### src/rtl/ofmap_streamer.sv
// ofmap_streamer: snapshots the accelerator's pooled output on a done rise and streams it over valid/ready
module ofmap_streamer #(
    parameter int DATA_WIDTH  = 8,
    parameter int PIXEL_COUNT = 16,
    parameter int IDX_W       = $clog2(PIXEL_COUNT)
) (
    input  logic                                   clk,
    input  logic                                   reset,
    input  logic [0:PIXEL_COUNT-1][DATA_WIDTH-1:0] cnn_ofmap,
    input  logic                                   done,
    output logic                                   m_valid,
    input  logic                                   m_ready,
    output logic [DATA_WIDTH-1:0]                  m_data,
    output logic                                   m_last,
    output logic                                   busy,
    output logic                                   frame_done,
    output logic                                   overrun,
    input  logic                                   clr_overrun
);
    typedef enum logic {IDLE, STREAM} state_t;
    state_t                                 state_q, state_d;
    logic [IDX_W-1:0]                       idx_q, idx_d;
    logic                                   done_q, frame_done_q, overrun_q, overrun_d;
    logic [0:PIXEL_COUNT-1][DATA_WIDTH-1:0] frame_q;
    logic                                   done_rise, at_last, hs, hs_last, capture;
    assign done_rise  = done & ~done_q;
    assign at_last    = idx_q == IDX_W'(PIXEL_COUNT - 1);
    assign hs         = m_valid & m_ready;
    assign hs_last    = hs & at_last;
    assign capture    = done_rise & (state_q == IDLE | hs_last);
    assign m_valid    = state_q == STREAM;
    assign busy       = m_valid;
    assign m_last     = m_valid & at_last;
    assign m_data     = m_valid ? frame_q[idx_q] : '0;
    assign frame_done = frame_done_q;
    assign overrun    = overrun_q;
    // next state: a capture (including one on the final handshake) always restarts at pixel 0
    always_comb begin
        state_d   = state_q;
        idx_d     = idx_q;
        overrun_d = overrun_q;
        if (capture) begin
            state_d = STREAM;
            idx_d   = '0;
        end else if (hs_last) begin
            state_d = IDLE;
            idx_d   = '0;
        end else if (hs) begin
            idx_d = idx_q + 1'b1;
        end
        if (done_rise & m_valid & ~hs_last) overrun_d = 1'b1;
        else if (clr_overrun) overrun_d = 1'b0;
    end
    // control registers; reset aborts any frame in flight
    always_ff @(posedge clk or negedge reset) begin
        if (!reset) begin
            state_q      <= IDLE;
            idx_q        <= '0;
            done_q       <= 1'b0;
            frame_done_q <= 1'b0;
            overrun_q    <= 1'b0;
        end else begin
            state_q      <= state_d;
            idx_q        <= idx_d;
            done_q       <= done;
            frame_done_q <= hs_last;
            overrun_q    <= overrun_d;
        end
    end
    // frame buffer needs no reset; it is only read while streaming
    always_ff @(posedge clk) begin
        if (capture) frame_q <= cnn_ofmap;
    end
endmodule

### config.mk
export PLATFORM = sky130hd
export DESIGN_NAME = ofmap_streamer
export DESIGN_NICKNAME = d
export VERILOG_FILES = /design/src/rtl/ofmap_streamer.sv
export SDC_FILE = /design/constraint.sdc
export NUM_CORES = 1
export LEC_CHECK = 0
export BUFFER_PORTS_ARGS = -buffer_cell sky130_fd_sc_hd__buf_2
export CAP_MARGIN = 20
export CORE_UTILIZATION = 47
export DETAILED_ROUTE_END_ITERATION = 8
export HOLD_SLACK_MARGIN = 0.1
export PLACE_DENSITY = 0.8
export SYNTH_ARGS = -nofsm -noshare
export SYNTH_HDL_FRONTEND = slang
export SYNTH_SLANG_ARGS = --single-unit
### constraint.sdc
create_clock -name clk -period 9.5 [get_ports clk]
set_input_delay 1.9 -clock clk [delete_from_list [all_inputs] [get_ports clk]]
set_output_delay 1.9 -clock clk [all_outputs]
set_load 0.1 [all_outputs]
=== After elaboration in Yosys (flattened, before gate mapping) ===
Index checks and enable logic that the tools add are counted.

* Register bits: 136
* Bits of input ports: 133
* Output and inout bits: 13
* Logic and storage cells: 50

* $add $sub $neg: 1
* $lt $le $gt $ge: 1
* Eq/ne operators: 1
* Mux-type cells: 11
* Bitwise gates (word level): 12
* Reduce and logical (&&, ||, !) cells: 3

{| class="wikitable"
|+ Operators by type and width
! operator !! number
|-
| binary-select mux 8 bit (select 4 bit) || 1
|-
| two-way mux 8 bit || 3
|-
| two-way mux 4 bit || 3
|-
| AND 1 bit || 7
|-
| greater-or-equal comparator 5 bit (second input constant) || 1
|-
| NOT 4 -> 5 bit || 1
|-
| adder 4 x 1 -> 4 bit (second input constant) || 1
|-
| equality test 4 bit (second input constant) || 1
|-
| two-way mux 1 bit || 4
|-
| nonzero test 2 bit || 2
|-
| NOT 1 bit || 3
|-
| nonzero test 3 bit || 1
|-
| OR 1 bit || 1
|}

=== Depth between registers and ports, before layout ===
* Word-level depth: 5
* Depth in mapped cells: 7
* Depth with buffers taken out: 4

=== Worst setup path before layout ===
Ideal clock, no wire load.

* Path kind: input -> register
* From: in m_ready
* To: reg frame_q[0] (netlist name), enable pin
* Library setup time: 0.659 ns
* Data arrival time: 8.312 ns
* Data required time: 8.841 ns
* Setup slack: 0.529 ns
* Cell stages on the path: 2
* Cells stage by stage: nand4_1 -> a21oi_1

* Longest elaborated chain between the ends: 4

{| class="wikitable"
|+ Ends and longest elaborated chain
! item !! line !! RTL
|-
| start, declared || 12 || <nowiki>input logic m_ready,</nowiki>
|-
| AND 1 bit || 28 || <nowiki>assign hs = m_valid & m_ready;</nowiki>
|-
| AND 1 bit || 29 || <nowiki>assign hs_last = hs & at_last;</nowiki>
|-
| OR 1 bit || 30 || <nowiki>assign capture = done_rise & (state_q == IDLE | hs_last);</nowiki>
|-
| AND 1 bit || 30 ||
|-
| named net capture || 25 || <nowiki>logic done_rise, at_last, hs, hs_last, capture;</nowiki>
|-
| end signal, assigned || 72 || <nowiki>if (capture) frame_q <= cnn_ofmap;</nowiki>
|-
| end, declared || 24 || <nowiki>logic [0:PIXEL_COUNT-1][DATA_WIDTH-1:0] frame_q;</nowiki>
|}

The timed path passes the listed nets, and every way through them passes these cells.
A chain may end at the register's enable or synchronous reset.

=== Worst setup path after layout ===
* From: reg idx_q[0]
* To: out m_data[2]

* Longest elaborated chain between the ends: 5

{| class="wikitable"
|+ Ends and longest elaborated chain
! item !! line !! RTL
|-
| start, declared || 22 || <nowiki>logic [IDX_W-1:0] idx_q, idx_d;</nowiki>
|-
| start signal, assigned || 64 || <nowiki>idx_q <= idx_d;</nowiki>
|-
| NOT 4 -> 5 bit (not written as such) || 34 || <nowiki>assign m_data = m_valid ? frame_q[idx_q] : '0;</nowiki>
|-
| binary-select mux 8 bit (select 4 bit) || 34 ||
|-
| two-way mux 8 bit (not written as such) (2 in a row) || 34 ||
|-
| two-way mux 8 bit || 34 ||
|-
| end, declared || 13 || <nowiki>output logic [DATA_WIDTH-1:0] m_data,</nowiki>
|}

No other way between the ends. The select of a mux whose other input is x is not followed.

==> results.json <==
{
  "outcome": "finished clean",
  "tritoncts": "done",
  "cp.required_ps": 7600,
  "core_mm2": 0.0110,
  "synthDistinctLibCells": 34,
  "leakage_nw": 2.59,
  "routed_wl_um": 11300,
  "vias": 3111,
  "worst_setup_path_end_kind": "output pin",
  "synth_cells": 282,
  "hold_path_class": "reg2reg",
  "drc": 0,
  "critPathKind": "reg2out",
  "slowest_delay_ps": 760,
  "synth_edf_count": 128,
  "die_w_um": 109,
  "cap_viol_max_count": 0,
  "antenna_found_initial": 3,
  "initial_core_util_pct": 48.7,
  "ys_ff_latch": 136,
  "nNetsFinal": 571,
  "dp_worst_setup_slack_ps": 5020,
  "cts_resized": 0,
  "fmax_mhz": 203,
  "die_area_mm2": 0.0118,
  "drt-initial-drc-count": 187,
  "crit_fanout": 32,
  "grt_pass1_vias": 3294,
  "setup_tns_ps": 0,
  "grt_overflow": 0,
  "yosysWarnings": 0,
  "rsz0062_at_grt": "false",
  "portBuffers": 145,
  "root_buffer": "clkbuf_16",
  "numClockSinks": 136,
  "totalPowerFinal_mw": 2.05,
  "drtPass1Iterations": 4,
  "grt_pass1_wl_um": 17000,
  "final_cell_mix": "buf_2, edfxtp_1, mux2i_1",
  "syn_nets": 416,
  "syn-cell-area_mm2": 0.00535,
  "setup_slack_ps": 4560,
  "drv_slew": 0,
  "layout_commonest_cell": "buf_2",
  "drt-wirelength-per-cell_um": 19.1,
  "arrival_ps": 3040,
  "crit_family": "buffers and inverters",
  "yosysSeqAreaShare_pct": 75.6,
  "htree_num_levels": 4,
  "powerDensity_mw_per_mm2": 301,
  "rows": 38,
  "clk_latency_ps": 420,
  "ys_async_sr_fraction_pct": 5.88,
  "clock_path_buffers": 2,
  "grt_usage_pct": 21.1,
  "relSlewSlack_pct": 32.1,
  "clk_pin_slew_ps": 50,
  "hold_violations": 0,
  "grt_max_degree": 84,
  "synth_ff_type": "edfxtp_1",
  "syn2layout_area_growth_pct": 27.4,
  "period_share_pct": 52.0,
  "fin_crit_ps": 4940,
  "cp_slowest_cell": "dfrtp_2",
  "postRouteAntennaNets": 0,
  "finalSetupViolations": 0,
  "cts_hold_buf": 0,
  "fill_cells": 789,
  "skew_ps": 8.13,
  "peakVddDrop_v": 0.000309,
  "crit_buf_inv": 2,
  "crit_path_cell_trace": "buf_4 > mux2i_1 > a22oi_1 > nand3_1 > a21oi_1 > buf_2",
  "r2r_slack_ps": 5630,
  "numCtsBuffers": 17,
  "dpl.hpwl_um": 7830,
  "ios": 146,
  "avgSynthCellArea_um2": 19.0,
  "critPathLaunchType": "register",
  "worst_slew_pin_slew_ps": 1020,
  "post_cts_buffers": 0,
  "vias_per_cell": 5.25,
  "drive_gt1_share_pct": 46.0,
  "globalplace.congestion": 0.822,
  "die_h_um": 109
}
## layer usage
layer,vias to the layer above,GRT usage [%],wire length (um)
met2,143,33.2,5710
met5,-,0,0
li1,1456,-,-
met3,18,9.09,787
met4,0,10.8,255
met1,1494,24.7,4600
## state kept, by name (all words and copies together), names as in the netlist
name / count
busy: 1
done_q: 1
frame_q: 128
overrun: 1
idx_q: 4
frame_done: 1
## cell type report
cell class | instances | area (um^2) | share of cell area, %
multi-input cells | 130 | 1190 | 17.4
inverters | 1 | 3.75 | 0.0551
diodes | 3 | 7.51 | 0.110
flip-flops and latches | 136 | 4050 | 59.4
repair buffers | 151 | 771 | 11.3
clock buffers | 17 | 425 | 6.25
well taps | 140 | 175 | 2.57
clock inverters | 15 | 198 | 2.90
## logic make-up after synthesis
group	Yosys count	share of synthesized area, %
AOI/OAI and AO/OA	32	4.14
xor gates and xnor gates	1	0.164
adders and majority gates	1	0.234
buffers and inverters	16	2.41
DFF	136	75.6
muxes	48	12.9
and+or+nand+nor	48	4.52
## stage by stage
stage | std cells | utilization [%] | area, um^2 | hold WS [ps]
after floorplan | 282 | - | 5350 | 555
after global placement | 557 | 56.2 | 6170 | 516
after detailed placement | 557 | 56.2 | 6170 | 533
after CTS | 589 | 61.9 | 6800 | 541
after global routing | 592 | 62.0 | 6810 | 550
final | 593 | 62.0 | 6810 | 534
## Yosys cell counts (2+ instances only)
library cell / count / area (um^2)
clkbuf_1: 2 / 7.51
buf_2: 3 / 15.0
a211oi_1: 2 / 15.0
nand3_1: 14 / 70.1
nor2_1: 2 / 7.51
o211ai_1: 2 / 15.0
nor2b_1: 3 / 18.8
dfrtp_1: 8 / 200
a21oi_1: 8 / 40.0
mux4_2: 16 / 360
and2_1: 2 / 12.5
o221ai_1: 5 / 43.8
nand2b_1: 8 / 50.1
a22oi_1: 7 / 52.6
buf_4: 3 / 22.5
nand2_1: 15 / 56.3
o2111ai_1: 2 / 17.5
edfxtp_1: 128 / 3840
mux2i_1: 24 / 240
buf_6: 5 / 56.3
mux2_2: 8 / 90.1
o21ai_0: 3 / 15.0
## power by group
| part | leakage [nW] | switching (mW) | total (mW) | internal (mW) |
|---|---|---|---|---|
| combinational | 1.04 | 0.464 | 0.651 | 0.187 |
| clock | 0.305 | 0.245 | 0.685 | 0.439 |
| sequential | 1.25 | 0.0276 | 0.712 | 0.685 |
## final timing paths
check,endpoint,depth (start not counted),startpoint
setup / recovery,m_data[2],6,idx_q[0]
hold / removal,overrun,2,overrun
setup reg to reg,frame_q[111],5,idx_q[0]
hold reg to reg,overrun,2,overrun
max in group asynchronous,idx_q[0],1,reset
min in group asynchronous,done_q,1,reset
## worst min-delay path, delay by kind of cell (launching register included)
kind	cells	cell delay, ps
DFF	1	370
buffers and inverters	1	50
AOI/OAI and AO/OA	1	60
No activity file was read; power rests on OpenSTA's default activity.
